`config.mk`:
```
export PLATFORM = sky130hd
export DESIGN_NAME = fetch_unit
export DESIGN_NICKNAME = d
export VERILOG_FILES = /design/src/rtl/fetch_unit.sv
export SDC_FILE = /design/constraint.sdc
export NUM_CORES = 1
export LEC_CHECK = 0
export BUFFER_PORTS_ARGS = -buffer_cell sky130_fd_sc_hd__buf_2
export CAP_MARGIN = 20
export CELL_PAD_IN_SITES_DETAIL_PLACEMENT = 0
export CELL_PAD_IN_SITES_GLOBAL_PLACEMENT = 2
export CORE_MARGIN = 5
export CORE_UTILIZATION = 30
export DETAILED_ROUTE_END_ITERATION = 7
export PLACE_DENSITY_LB_ADDON = 0.1
export RECOVER_POWER = 50
export SLEW_MARGIN = 20
export SYNTH_ARGS = -nofsm -noshare
export SYNTH_HDL_FRONTEND = slang
export SYNTH_SLANG_ARGS = --single-unit
```
`constraint.sdc`:
```
create_clock -name clk -period 2.5 [get_ports clk]
set_input_delay 0.375 -clock clk [delete_from_list [all_inputs] [get_ports clk]]
set_output_delay 0.375 -clock clk [all_outputs]
set_load 0.01 [all_outputs]
```
`src/rtl/fetch_unit.sv`:
```
// ============================================================================
//  fetch_unit
//  Instruction fetch: issues word reads, buffers {pc, inst} in a 2-entry FIFO
//  and hands words to decode over valid/ready.
//  Revision: 1.0
// ============================================================================
`default_nettype none

module fetch_unit #(
  parameter logic [15:0] RESET_PC = 16'h0000
) (
  input  logic        clk,
  input  logic        reset,
  output logic        mem_rd_en,
  output logic [15:0] mem_addr,
  input  logic [15:0] mem_rdata,
  output logic [15:0] inst_out,
  output logic [15:0] inst_pc,
  output logic        inst_valid,
  input  logic        inst_ready,
  input  logic        redirect,
  input  logic [15:0] redirect_pc
);

  typedef enum logic [1:0] {
    START  = 2'd0,
    RUN    = 2'd1,
    SQUASH = 2'd2
  } state_t;

  state_t      state_q, state_d;
  logic [15:0] fetch_pc_q, fetch_pc_d;
  logic        inflight_q, inflight_d;
  logic [15:0] inflight_pc_q, inflight_pc_d;

  logic        head_vld_q, head_vld_d;
  logic [15:0] head_pc_q, head_pc_d;
  logic [15:0] head_inst_q, head_inst_d;
  logic        tail_vld_q, tail_vld_d;
  logic [15:0] tail_pc_q, tail_pc_d;
  logic [15:0] tail_inst_q, tail_inst_d;

  logic        pop;
  logic        push;
  logic        rd_en;
  logic [2:0]  level;
  logic [2:0]  limit;

  assign pop   = head_vld_q & inst_ready;
  // Returning data is only kept while running; SQUASH drops the stale return.
  assign push  = inflight_q & (state_q == RUN) & ~redirect;
  assign level = {2'b00, head_vld_q} + {2'b00, tail_vld_q} + {2'b00, inflight_q};
  assign limit = 3'd2 + {2'b00, pop};

  always_comb begin
    state_d       = state_q;
    fetch_pc_d    = fetch_pc_q;
    inflight_pc_d = inflight_pc_q;
    head_vld_d    = head_vld_q;
    head_pc_d     = head_pc_q;
    head_inst_d   = head_inst_q;
    tail_vld_d    = tail_vld_q;
    tail_pc_d     = tail_pc_q;
    tail_inst_d   = tail_inst_q;
    rd_en         = 1'b0;

    case (state_q)
      START: begin
        state_d = RUN;
      end
      RUN: begin
        rd_en = (level < limit) & ~redirect;
      end
      SQUASH: begin
        rd_en   = ~redirect;
        state_d = RUN;
      end
      default: begin
        state_d = START;
      end
    endcase

    if (rd_en) begin
      fetch_pc_d    = fetch_pc_q + 16'd1;
      inflight_pc_d = fetch_pc_q;
    end
    inflight_d = rd_en;

    // Head register feeds the outputs directly; tail only holds the overflow.
    if (push && pop) begin
      if (tail_vld_q) begin
        head_pc_d   = tail_pc_q;
        head_inst_d = tail_inst_q;
        tail_pc_d   = inflight_pc_q;
        tail_inst_d = mem_rdata;
      end else begin
        head_pc_d   = inflight_pc_q;
        head_inst_d = mem_rdata;
      end
    end else if (pop) begin
      if (tail_vld_q) begin
        head_pc_d   = tail_pc_q;
        head_inst_d = tail_inst_q;
        tail_vld_d  = 1'b0;
      end else begin
        head_vld_d  = 1'b0;
      end
    end else if (push) begin
      if (!head_vld_q) begin
        head_vld_d  = 1'b1;
        head_pc_d   = inflight_pc_q;
        head_inst_d = mem_rdata;
      end else begin
        tail_vld_d  = 1'b1;
        tail_pc_d   = inflight_pc_q;
        tail_inst_d = mem_rdata;
      end
    end

    if (redirect) begin
      head_vld_d = 1'b0;
      tail_vld_d = 1'b0;
      fetch_pc_d = redirect_pc;
      state_d    = inflight_q ? SQUASH : RUN;
    end
  end

  always_ff @(posedge clk or negedge reset) begin
    if (!reset) begin
      state_q       <= START;
      fetch_pc_q    <= RESET_PC;
      inflight_q    <= 1'b0;
      inflight_pc_q <= 16'h0000;
      head_vld_q    <= 1'b0;
      head_pc_q     <= 16'h0000;
      head_inst_q   <= 16'h0000;
      tail_vld_q    <= 1'b0;
      tail_pc_q     <= 16'h0000;
      tail_inst_q   <= 16'h0000;
    end else begin
      state_q       <= state_d;
      fetch_pc_q    <= fetch_pc_d;
      inflight_q    <= inflight_d;
      inflight_pc_q <= inflight_pc_d;
      head_vld_q    <= head_vld_d;
      head_pc_q     <= head_pc_d;
      head_inst_q   <= head_inst_d;
      tail_vld_q    <= tail_vld_d;
      tail_pc_q     <= tail_pc_d;
      tail_inst_q   <= tail_inst_d;
    end
  end

  assign mem_rd_en  = rd_en;
  assign mem_addr   = fetch_pc_q;
  assign inst_out   = head_inst_q;
  assign inst_pc    = head_pc_q;
  assign inst_valid = head_vld_q;

endmodule

`default_nettype wire

```
==> results of run 1 <==
==> critical path, delay by kind of cell, from the launching register on <==
family | cells | cell delay (ps)
buffers and inverters | 3 | 310
adders and majority gates | 1 | 460
DFF | 1 | 350
and+or+nand+nor | 1 | 170
AOI/OAI and AO/OA | 2 | 370
==> flip-flops by register name (all words and copies together) (netlist names) <==
| register | flops |
|---|---|
| mem_addr | 16 |
| inst_pc | 16 |
| inst_valid | 1 |
| state_q | 2 |
| inst_out | 16 |
| inflight_pc_q | 16 |
| tail_pc_q | 16 |
| tail_vld_q | 1 |
| tail_inst_q | 16 |
| inflight_q | 1 |
==> synthesized netlist by cell type (2+ instances only) <==
| master | n | area (um^2) |
|---|---|---|
| clkbuf_1 | 10 | 37.5 |
| o31ai_1 | 6 | 45.0 |
| ha_1 | 4 | 50.1 |
| buf_2 | 9 | 45.0 |
| a2111oi_0 | 3 | 26.3 |
| nand4_1 | 5 | 31.3 |
| dfrtp_1 | 101 | 2530 |
| a21oi_1 | 40 | 200 |
| mux2_2 | 45 | 507 |
| nand3_1 | 6 | 30.0 |
| nor2_1 | 40 | 150 |
| buf_4 | 2 | 15.0 |
| mux2_1 | 4 | 45.0 |
| xnor2_1 | 6 | 52.6 |
| nand2_1 | 15 | 56.3 |
| o211ai_1 | 2 | 15.0 |
| o21ai_0 | 7 | 35.0 |
| o21ai_1 | 2 | 10.0 |
| inv_1 | 8 | 30.0 |
| mux2i_1 | 33 | 330 |
| or4_1 | 8 | 60.1 |
| a31oi_1 | 6 | 37.5 |
==> report_power, final <==
group          switching (mW)  internal (mW)
clock network           0.633          0.777
logic                   0.909          0.829
registers               0.347           2.16
==> stage by stage <==
stage                     setup WS (ps)  instances
after floorplan                    39.4        382
after global placement              260        645
after detailed placement            213        645
after CTS                          2.24        664
after global routing               14.9        667
final                               102        667
==> how the worst min path moves through the flow <==
stage,slack (ps),endpoint,from
after floorplan,80,inflight_pc_q[0]$_DFFE_PN0P_,reset
after global placement,470,tail_inst_q[2]$_DFFE_PN0P_,tail_inst_q[2]$_DFFE_PN0P_
after detailed placement,480,inst_pc[11]$_DFFE_PN0P_,reset
after CTS,90,tail_pc_q[13]$_DFFE_PN0P_,reset
after global routing,240,mem_addr[2]$_DFFE_PN0P_,redirect_pc[2]
final,230,mem_addr[2]$_DFFE_PN0P_,redirect_pc[2]
==> metal layers <==
metal | global-route usage | share of wire | vias to the layer above
met3 | 0.0422 | 0.051 | 10
met4 | 0.0381 | 0.013 | 0
li1 | - | - | 1552
met2 | 0.209 | 0.47 | 60
met1 | 0.169 | 0.47 | 1591
met5 | 0 | 0 | -
==> cells by family (layout without fill, tap and decap cells) <==
family	after synthesis	after routing
xor gates and xnor gates	7	7
muxes	82	82
AOI/OAI and AO/OA	72	72
DFF	101	101
buffers and inverters	30	127
adders and majority gates	5	5
and+or+nand+nor	85	85
==> layout make-up <==
| cell class | count | area share |
|---|---|---|
| clock buffers | 10 | 0.0414 |
| inverters | 8 | 0.00543 |
| well taps | 188 | 0.0425 |
| multi-input cells | 251 | 0.340 |
| flip-flops and latches | 101 | 0.457 |
| clock inverters | 6 | 0.0113 |
| repair buffers | 103 | 0.102 |
==> timing repair <==
action,in CTS,in global routing
setup endpoints to repair,1,1
gates resized for setup,1,0
pin swaps,2,3
setup buffers,3,3
==> impl_metrics.py, run 1 <==
metrics = {
    "logic_synthesis": {
        "syn-num-nets": 423,
        "syn_area_um2": 4530,
        "synthArstFlopShare": 1.00,
        "syn_area_per_cell_um2": 11.9,
        "synth_edf_count": 0,
        "synth_fa_ha_area_frac": 0.0155,
        "yosysSeqAreaShare": 0.558,
        "synthCells": 382,
        "synth-seq-cells": 101,
        "synth_simple_gate_area_share": 0.0927,
        "ys.flop_type": "dfrtp_1",
        "yosysUniqueCellTypes": 42,
        "synth_top_family_by_area": "multiplexers",
        "synth_mux_area_frac": 0.195,
        "synthXorXnorAreaFrac": 0.0135,
        "synth-compound-area-share": 0.0955,
        "synth_warnings": 0,
    },
    "floorplan": {
        "core_area_um2": 15000,
        "die-height_um": 133,
        "initial_core_util": 0.302,
        "die_x_um": 133,
        "io_pins": 86,
        "dieArea_um2": 17700,
        "core.rowCount": 45,
    },
    "setup_path": {
        "cp-startpoint": "tail_vld_q$_DFFE_PN0P_",
        "endpoint": "mem_rd_en",
        "reg2reg_depth": 7,
        "end_kind": "output port",
        "crit_type": "flop to output port",
        "start_kind": "flop",
        "critPathMaxStageDelay_ps": 460,
        "r2r_slack_ps": 290,
        "cp_max_fo": 9,
        "reg2reg_from": "tail_vld_q$_DFFE_PN0P_",
        "slowest_stage": "fa_1",
        "cp_data_arrival_time_ps": 2020,
        "timing.rr.end": "mem_addr[15]$_DFFE_PN0P_",
        "crit_path_cell_trace": "inv_1 > fa_1 > a21oi_4 > a21boi_2 > and2_4 > buf_12 > buf_2",
        "cp.required_ps": 2120,
    },
    "cells_and_area": {
        "drive_gt1_frac": 0.307,
        "fin_area_um2": 5530,
        "area_growth_pct": 22.0,
        "final_common_cell": "dfrtp_1",
        "post-route-util": 0.368,
        "multi_input_area_um2": 1880,
        "layout_common_cells": "dfrtp_1 (101), buf_2 (60), mux2_2 (45)",
        "final-seq-area_um2": 2530,
        "n_antenna_cell": 0,
        "fillCellCount": 1537,
        "fin_nets": 515,
    },
    "clock_tree": {
        "cts_tree": "done",
        "cts-hold-fix-buffers": 0,
        "clk_pin_slew_worst_paths_ps": 70,
        "htreeDepth": 3,
        "cts_buffers": 9,
        "clk_path_buf_depth": 2,
        "clock_sinks": 101,
        "root_buffer": "clkbuf_16",
        "clk_latency_ps": 350,
    },
    "global_route": {
        "grt-ovfl-total": 0,
        "grt_max_degree": 65,
        "grt_pass1_wl_um": 18100,
        "antenna_found_initial": 0,
        "grt_pass1_vias": 3353,
        "grtUsageTotal": 0.130,
    },
    "sta": {
        "timing.final.crit_share": 0.959,
        "fin_crit_ps": 2400,
        "hold_slack_ps": 229,
        "relSlewSlack": 0.0949,
        "rsz0062_at_grt": "false",
        "fin_setup_tns_ps": 0,
        "max_freq_ghz": 0.417,
        "setup_violations": 0,
        "tightest_slew_ps": 1360,
        "fin_skew_ps": 9.05,
        "drv_slew": 0,
        "hold_viol_final": 0,
    },
    "power_and_ir_drop": {
        "p_leak_nw": 2.40,
        "power_density_nw_per_um2": 1020,
        "power.total_mw": 5.66,
        "ir_drop_uv": 594,
    },
    "route": {
        "dr.first_iter.drc_count": 140,
        "num_vias": 3213,
        "remaining_drc_errors": 0,
        "via_per_inst": 4.82,
        "wirelength_um": 10900,
        "firstDrtPassIters": 4,
        "wl_per_cell_um": 16.3,
        "drt.antenna.violating_nets": 0,
    },
    "placement": {
        "placed_cell_area_um2": 5240,
        "port_buffers": 85,
        "gp_congestion": 0.747,
        "post-dp-hpwl_um": 7230,
    },
    "run": {
        "max_cap_violations": 0,
    },
    "worst_hold_path": {
        "worstHoldPathType": "input port to flop",
        "holdPathStages": 3,
    },
    "outcome": {
        "status": "finished, final reports clean",
    },
}
Power figures use the tool's default switching activity.
==> run 2: changes to the inputs <==
--- a/config.mk
+++ b/config.mk
@@ -5,13 +5,15 @@
 export SDC_FILE = /design/constraint.sdc
 export NUM_CORES = 1
 export LEC_CHECK = 0
+export ABC_AREA = 1
 export BUFFER_PORTS_ARGS = -buffer_cell sky130_fd_sc_hd__buf_2
 export CAP_MARGIN = 20
 export CELL_PAD_IN_SITES_DETAIL_PLACEMENT = 0
 export CELL_PAD_IN_SITES_GLOBAL_PLACEMENT = 2
 export CORE_MARGIN = 5
-export CORE_UTILIZATION = 30
+export CORE_UTILIZATION = 29
 export DETAILED_ROUTE_END_ITERATION = 7
+export GPL_ROUTABILITY_DRIVEN = 0
 export PLACE_DENSITY_LB_ADDON = 0.1
 export RECOVER_POWER = 50
 export SLEW_MARGIN = 20
==> impl_metrics.py, run 2 <==
metrics = {
    "outcome": {
        "status": "finished, final reports clean",
    },
    "cells_and_area": {
        "post-route-util": 0.354,
        "drive_gt1_frac": 0.138,
        "n_antenna_cell": 0,
        "layout_common_cells": "nand2_1 (236), dfrtp_1 (100), inv_1 (60)",
        "fin_nets": 754,
        "final_common_cell": "nand2_1",
        "area_growth_pct": 19.8,
        "fin_area_um2": 5840,
    },
    "logic_synthesis": {
        "syn_area_per_cell_um2": 7.75,
        "yosysUniqueCellTypes": 26,
        "syn-num-nets": 670,
        "yosysSeqAreaShare": 0.518,
        "synthCells": 629,
        "yosysTopAreaCell": "dfrtp_1",
        "syn_area_um2": 4870,
        "yosysMostFrequentCell": "nand2_1",
        "synth-seq-cells": 101,
        "ys.flop_type": "dfrtp_1",
        "synth_area_leaders": "dfrtp_1 (52%), nand2_1 (18%), o21ai_0 (5.4%), inv_1 (4.6%), nor2_1 (4.0%)",
        "synthTopCellsByCount": "nand2_1 (236), dfrtp_1 (101), inv_1 (60), o21ai_0 (53), nor2_1 (52)",
        "synth_edf_count": 0,
        "synthArstFlopShare": 1.00,
        "synth_warnings": 0,
        "synth_top_area_share": 0.518,
    },
    "run": {
        "max_cap_violations": 0,
    },
    "floorplan": {
        "die-height_um": 140,
        "io_pins": 86,
        "dieArea_um2": 19500,
        "core_area_um2": 16500,
        "die_x_um": 140,
        "core.rowCount": 47,
        "initial_core_util": 0.295,
    },
    "route": {
        "remaining_drc_errors": 0,
        "firstDrtPassIters": 4,
        "num_vias": 4117,
        "wirelength_um": 12500,
        "via_per_inst": 4.39,
        "drt.antenna.violating_nets": 0,
        "wl_per_cell_um": 13.3,
        "dr.first_iter.drc_count": 195,
    },
    "setup_path": {
        "reg2reg_from": "inst_valid$_DFFE_PN0P_",
        "cp.required_ps": 2120,
        "cp_max_fo": 5,
        "path_depth": 8,
        "cp-startpoint": "inst_valid$_DFFE_PN0P_",
        "crit_path_cell_trace": "inv_2 > fa_1 > nand3_1 > nand2_1 > nand2_1 > a21oi_1 > buf_4 > buf_2",
        "start_kind": "flop",
        "path_buf_inv": 3,
        "critPathMaxStageDelay_ps": 530,
        "slowest_stage": "fa_1",
        "crit_family": "adder cells",
        "reg2reg_depth": 11,
        "cp_data_arrival_time_ps": 1970,
        "crit_type": "flop to output port",
        "path_common_cell": "nand2_1",
        "end_kind": "output port",
        "timing.rr.end": "mem_addr[3]$_DFFE_PN0P_",
        "endpoint": "mem_rd_en",
        "r2r_slack_ps": 410,
    },
    "clock_tree": {
        "clk_path_buf_depth": 2,
        "clk_pin_slew_worst_paths_ps": 70,
        "root_buffer": "clkbuf_16",
        "htreeDepth": 3,
        "cts_tree": "done",
        "cts_buffers": 9,
        "clock_sinks": 101,
        "cts-hold-fix-buffers": 0,
        "clk_latency_ps": 340,
    },
    "power_and_ir_drop": {
        "power.total_mw": 6.34,
        "p_sw_frac": 0.376,
        "ir_drop_uv": 362,
        "pwr-share-comb": 0.332,
        "p_clk_frac": 0.244,
        "power_density_nw_per_um2": 1090,
        "p_leak_nw": 3.13,
        "sequentialPowerShare": 0.424,
        "internal_power_mw": 3.96,
        "power.switching_mw": 2.38,
    },
    "sta": {
        "timing.final.crit_share": 0.937,
        "tightest_slew_ps": 1110,
        "fin_crit_ps": 2340,
        "setup_violations": 0,
        "relSlewSlack": 0.257,
        "rsz0062_at_grt": "false",
        "hold_viol_final": 0,
        "fin_skew_ps": 5.70,
        "drv_slew": 0,
        "max_freq_ghz": 0.427,
        "fin_setup_tns_ps": 0,
    },
    "placement": {
        "post-dp-hpwl_um": 9070,
        "placed_cell_area_um2": 5550,
        "port_buffers": 85,
    },
    "global_route": {
        "grt_pass1_vias": 4003,
        "grt-ovfl-total": 0,
        "antenna_found_initial": 0,
        "grt_pass1_wl_um": 21300,
        "grt_max_degree": 45,
        "grtUsageTotal": 0.133,
    },
    "worst_hold_path": {
        "worstHoldPathType": "input port to asynchronous set/reset pin",
    },
}
## run 2: stage by stage
stage	hold WS (ps)	worst slack, ps	cells
final	233	158	938
after floorplan	79.4	519	629
after global placement	424	474	920
after detailed placement	428	381	920
after CTS	45.3	74.7	936
after global routing	237	13.8	938
## run 2: worst min-delay path by stage
stage,start,endpoint,slack (ps),depth (start not counted)
finish,reset,inst_out[0]$_DFFE_PN0P_,230,1
global route,redirect_pc[9],mem_addr[9]$_DFFE_PN0P_,240,3
CTS,reset,inst_out[0]$_DFFE_PN0P_,50,1
detailed placement,reset,inst_out[0]$_DFFE_PN0P_,430,1
global placement,reset,inst_out[0]$_DFFE_PN0P_,420,1
floorplan,reset,inflight_pc_q[0]$_DFFE_PN0P_,80,0
## run 2: logic make-up after synthesis
group	after synthesis	synth area share
AOI/OAI and AO/OA	99	0.109
adders and majority gates	5	0.0144
xor gates and xnor gates	4	0.00719
buffers and inverters	92	0.0824
DFF	101	0.518
and+or+nand+nor	328	0.269
## run 2: routing by layer
metal,track usage,wire [um],share of wire,up-vias
li1,-,-,-,2140
met1,0.191,6370,0.51,1878
met2,0.201,5430,0.43,85
met3,0.0264,504,0.040,14
met4,0.0490,206,0.016,0
met5,0,0,0,-
## run 2: what timing repair did
item / in CTS / in global routing
resized for setup: 0 / 1
endpoints found under the setup margin: 0 / 1
setup buffers: 0 / 2
## run 2: cell type report
class / instances / area, um^2
Tap cell: 220 / 275
Clock buffer: 13 / 260
Inverter: 64 / 240
Sequential cell: 101 / 2530
Timing Repair Buffer: 101 / 517
Multi-Input combinational cell: 436 / 1950
Clock inverter: 3 / 67.6
Fill cell: 1803 / 10700
## run 2: power by group through the flow
stage / registers (mW) / clock network (mW) / logic [mW]
after floorplan: 2.76 / 0 / 1.28
after global placement: 2.72 / 0 / 2.16
after detailed placement: 2.72 / 0 / 2.18
after CTS: 2.69 / 1.62 / 2.19
after global routing: 2.78 / 1.68 / 2.48
final: 2.69 / 1.54 / 2.11
==> run 3: changes to the inputs <==
--- a/config.mk
+++ b/config.mk
@@ -16,6 +16,7 @@
 export GPL_ROUTABILITY_DRIVEN = 0
 export PLACE_DENSITY_LB_ADDON = 0.1
 export RECOVER_POWER = 50
+export SETUP_SLACK_MARGIN = 0.3
 export SLEW_MARGIN = 20
 export SYNTH_ARGS = -nofsm -noshare
 export SYNTH_HDL_FRONTEND = slang
==> impl_metrics.py, run 3 (synthesis results as in run 2) <==
metrics = {
    "outcome": {
        "status": "finished, final reports clean",
    },
    "run": {
        "max_cap_violations": 0,
    },
    "route": {
        "via_per_inst": 4.38,
        "firstDrtPassIters": 4,
        "drt.antenna.violating_nets": 0,
        "wirelength_um": 12600,
        "remaining_drc_errors": 0,
        "wl_per_cell_um": 13.4,
        "num_vias": 4121,
        "dr.first_iter.drc_count": 177,
    },
    "clock_tree": {
        "cts_tree": "done",
        "clk_pin_slew_worst_paths_ps": 70,
        "cts-hold-fix-buffers": 0,
        "root_buffer": "clkbuf_16",
        "htreeDepth": 3,
        "clock_sinks": 101,
        "cts_buffers": 9,
        "clk_latency_ps": 350,
        "clk_path_buf_depth": 2,
    },
    "sta": {
        "rsz0062_at_grt": "true",
        "fin_setup_tns_ps": 0,
        "setup_violations": 0,
        "hold_slack_ps": 229,
        "fin_skew_ps": 5.33,
        "hold_viol_final": 0,
        "fin_crit_ps": 2250,
        "relSlewSlack": 0.257,
        "timing.final.crit_share": 0.898,
        "drv_slew": 0,
        "max_freq_ghz": 0.445,
        "tightest_slew_ps": 1110,
    },
    "global_route": {
        "grt_pass1_vias": 4019,
        "grt_max_degree": 45,
        "grt.busiest_layer": "met2",
        "use_met1": 0.191,
        "grt-ovfl-total": 0,
        "globalRouteMet2Util": 0.202,
        "grtUsageTotal": 0.134,
        "antenna_found_initial": 0,
        "gr-usage-met3": 0.0264,
        "grt_pass1_wl_um": 21400,
    },
    "floorplan": {
        "initial_core_util": 0.295,
        "core.rowCount": 47,
        "dieArea_um2": 19500,
        "io_pins": 86,
        "die-height_um": 140,
        "core_area_um2": 16500,
        "die_x_um": 140,
    },
    "power_and_ir_drop": {
        "p_leak_nw": 3.14,
        "power.total_mw": 6.37,
        "ir_drop_uv": 364,
        "power_density_nw_per_um2": 1090,
    },
    "setup_path": {
        "crit_type": "flop to output port",
        "end_kind": "output port",
        "cp_data_arrival_time_ps": 1870,
        "cp_max_fo": 2,
        "cp.required_ps": 2120,
        "start_kind": "flop",
    },
    "cells_and_area": {
        "final-seq-area_um2": 2530,
        "fin_cells": 940,
        "fillCellCount": 1800,
        "layout_common_cells": "nand2_1 (235), dfrtp_1 (100), inv_1 (60)",
        "n_antenna_cell": 0,
        "fin_nets": 756,
        "drive_gt1_frac": 0.143,
        "area_growth_pct": 20.4,
        "final_common_cell": "nand2_1",
        "multi_input_area_um2": 1960,
    },
    "placement": {
        "port_buffers": 85,
        "post-dp-hpwl_um": 9070,
        "dpl.cell_count": 920,
    },
    "worst_hold_path": {
        "worstHoldPathType": "input port to asynchronous set/reset pin",
    },
}
==> run 3: changes by cell type in the layout (fill, tap and decap cells not counted) <==
cell	delta
buf_6	+1
nand2_1	-1
nand2_2	+1
a21oi_1	-1
buf_2	-1
a21oi_2	+1
buf_4	+2
==> run 3: metal layers <==
layer | vias up | routed length, um
met5 | - | 0
met4 | 0 | 137
met3 | 11 | 516
met2 | 85 | 5530
met1 | 1880 | 6410
li1 | 2145 | -
==> run 3: worst paths after layout <==
check,from,endpoint,slack [ps],cells past startpoint
min in group clk,redirect_pc[10],mem_addr[10]$_DFFE_PN0P_,250,3
hold reg to reg,inst_out[9]$_DFFE_PN0P_,inst_out[9]$_DFFE_PN0P_,480,2
setup reg to reg,inst_valid$_DFFE_PN0P_,mem_addr[5]$_DFFE_PN0P_,540,11
hold / removal,reset,inst_out[0]$_DFFE_PN0P_,230,1
max in group asynchronous,reset,tail_pc_q[6]$_DFFE_PN0P_,750,2
setup / recovery,inst_valid$_DFFE_PN0P_,mem_rd_en,250,8
==> run 3: repair_timing <==
action	in CTS	in global routing
resized for setup	2	2
pin swaps	0	0
buffers inserted	4	0
endpoints found under the setup margin	1	7
==> run 3: per-stage QoR <==
| stage | setup WS, ps | util | area (um^2) |
|---|---|---|---|
| 6_report | 255 | 0.355 | 5870 |
| 5_1_grt | 136 | 0.355 | 5870 |
| 4_1_cts | 208 | 0.358 | 5920 |
| 3_5_place_dp | 381 | 0.336 | 5550 |
| 3_3_place_gp | 474 | 0.336 | 5550 |
| 2_1_floorplan | 519 | - | 4870 |
==> run 3: critical path, cell delays in order, from the launching register on <==
cell and delay, ps:
dfrtp_1 370, inv_2 50, fa_1 530, nand3_1 80, nand2_1 60, nand2_1 70, a21oi_2 120, buf_4 150
buf_6 100
==> run 3: layout make-up <==
type	instances	share of cell area
clock buffers	13	0.0443
clock inverters	3	0.0115
inverters	64	0.0409
multi-input cells	436	0.334
flip-flops and latches	101	0.431
well taps	220	0.0469
repair buffers	103	0.0917
==> run 3: power breakdown <==
part	switching (mW)	internal (mW)	total, mW
logic	1.34	0.799	2.14
clock network	0.611	0.934	1.54
registers	0.438	2.25	2.68
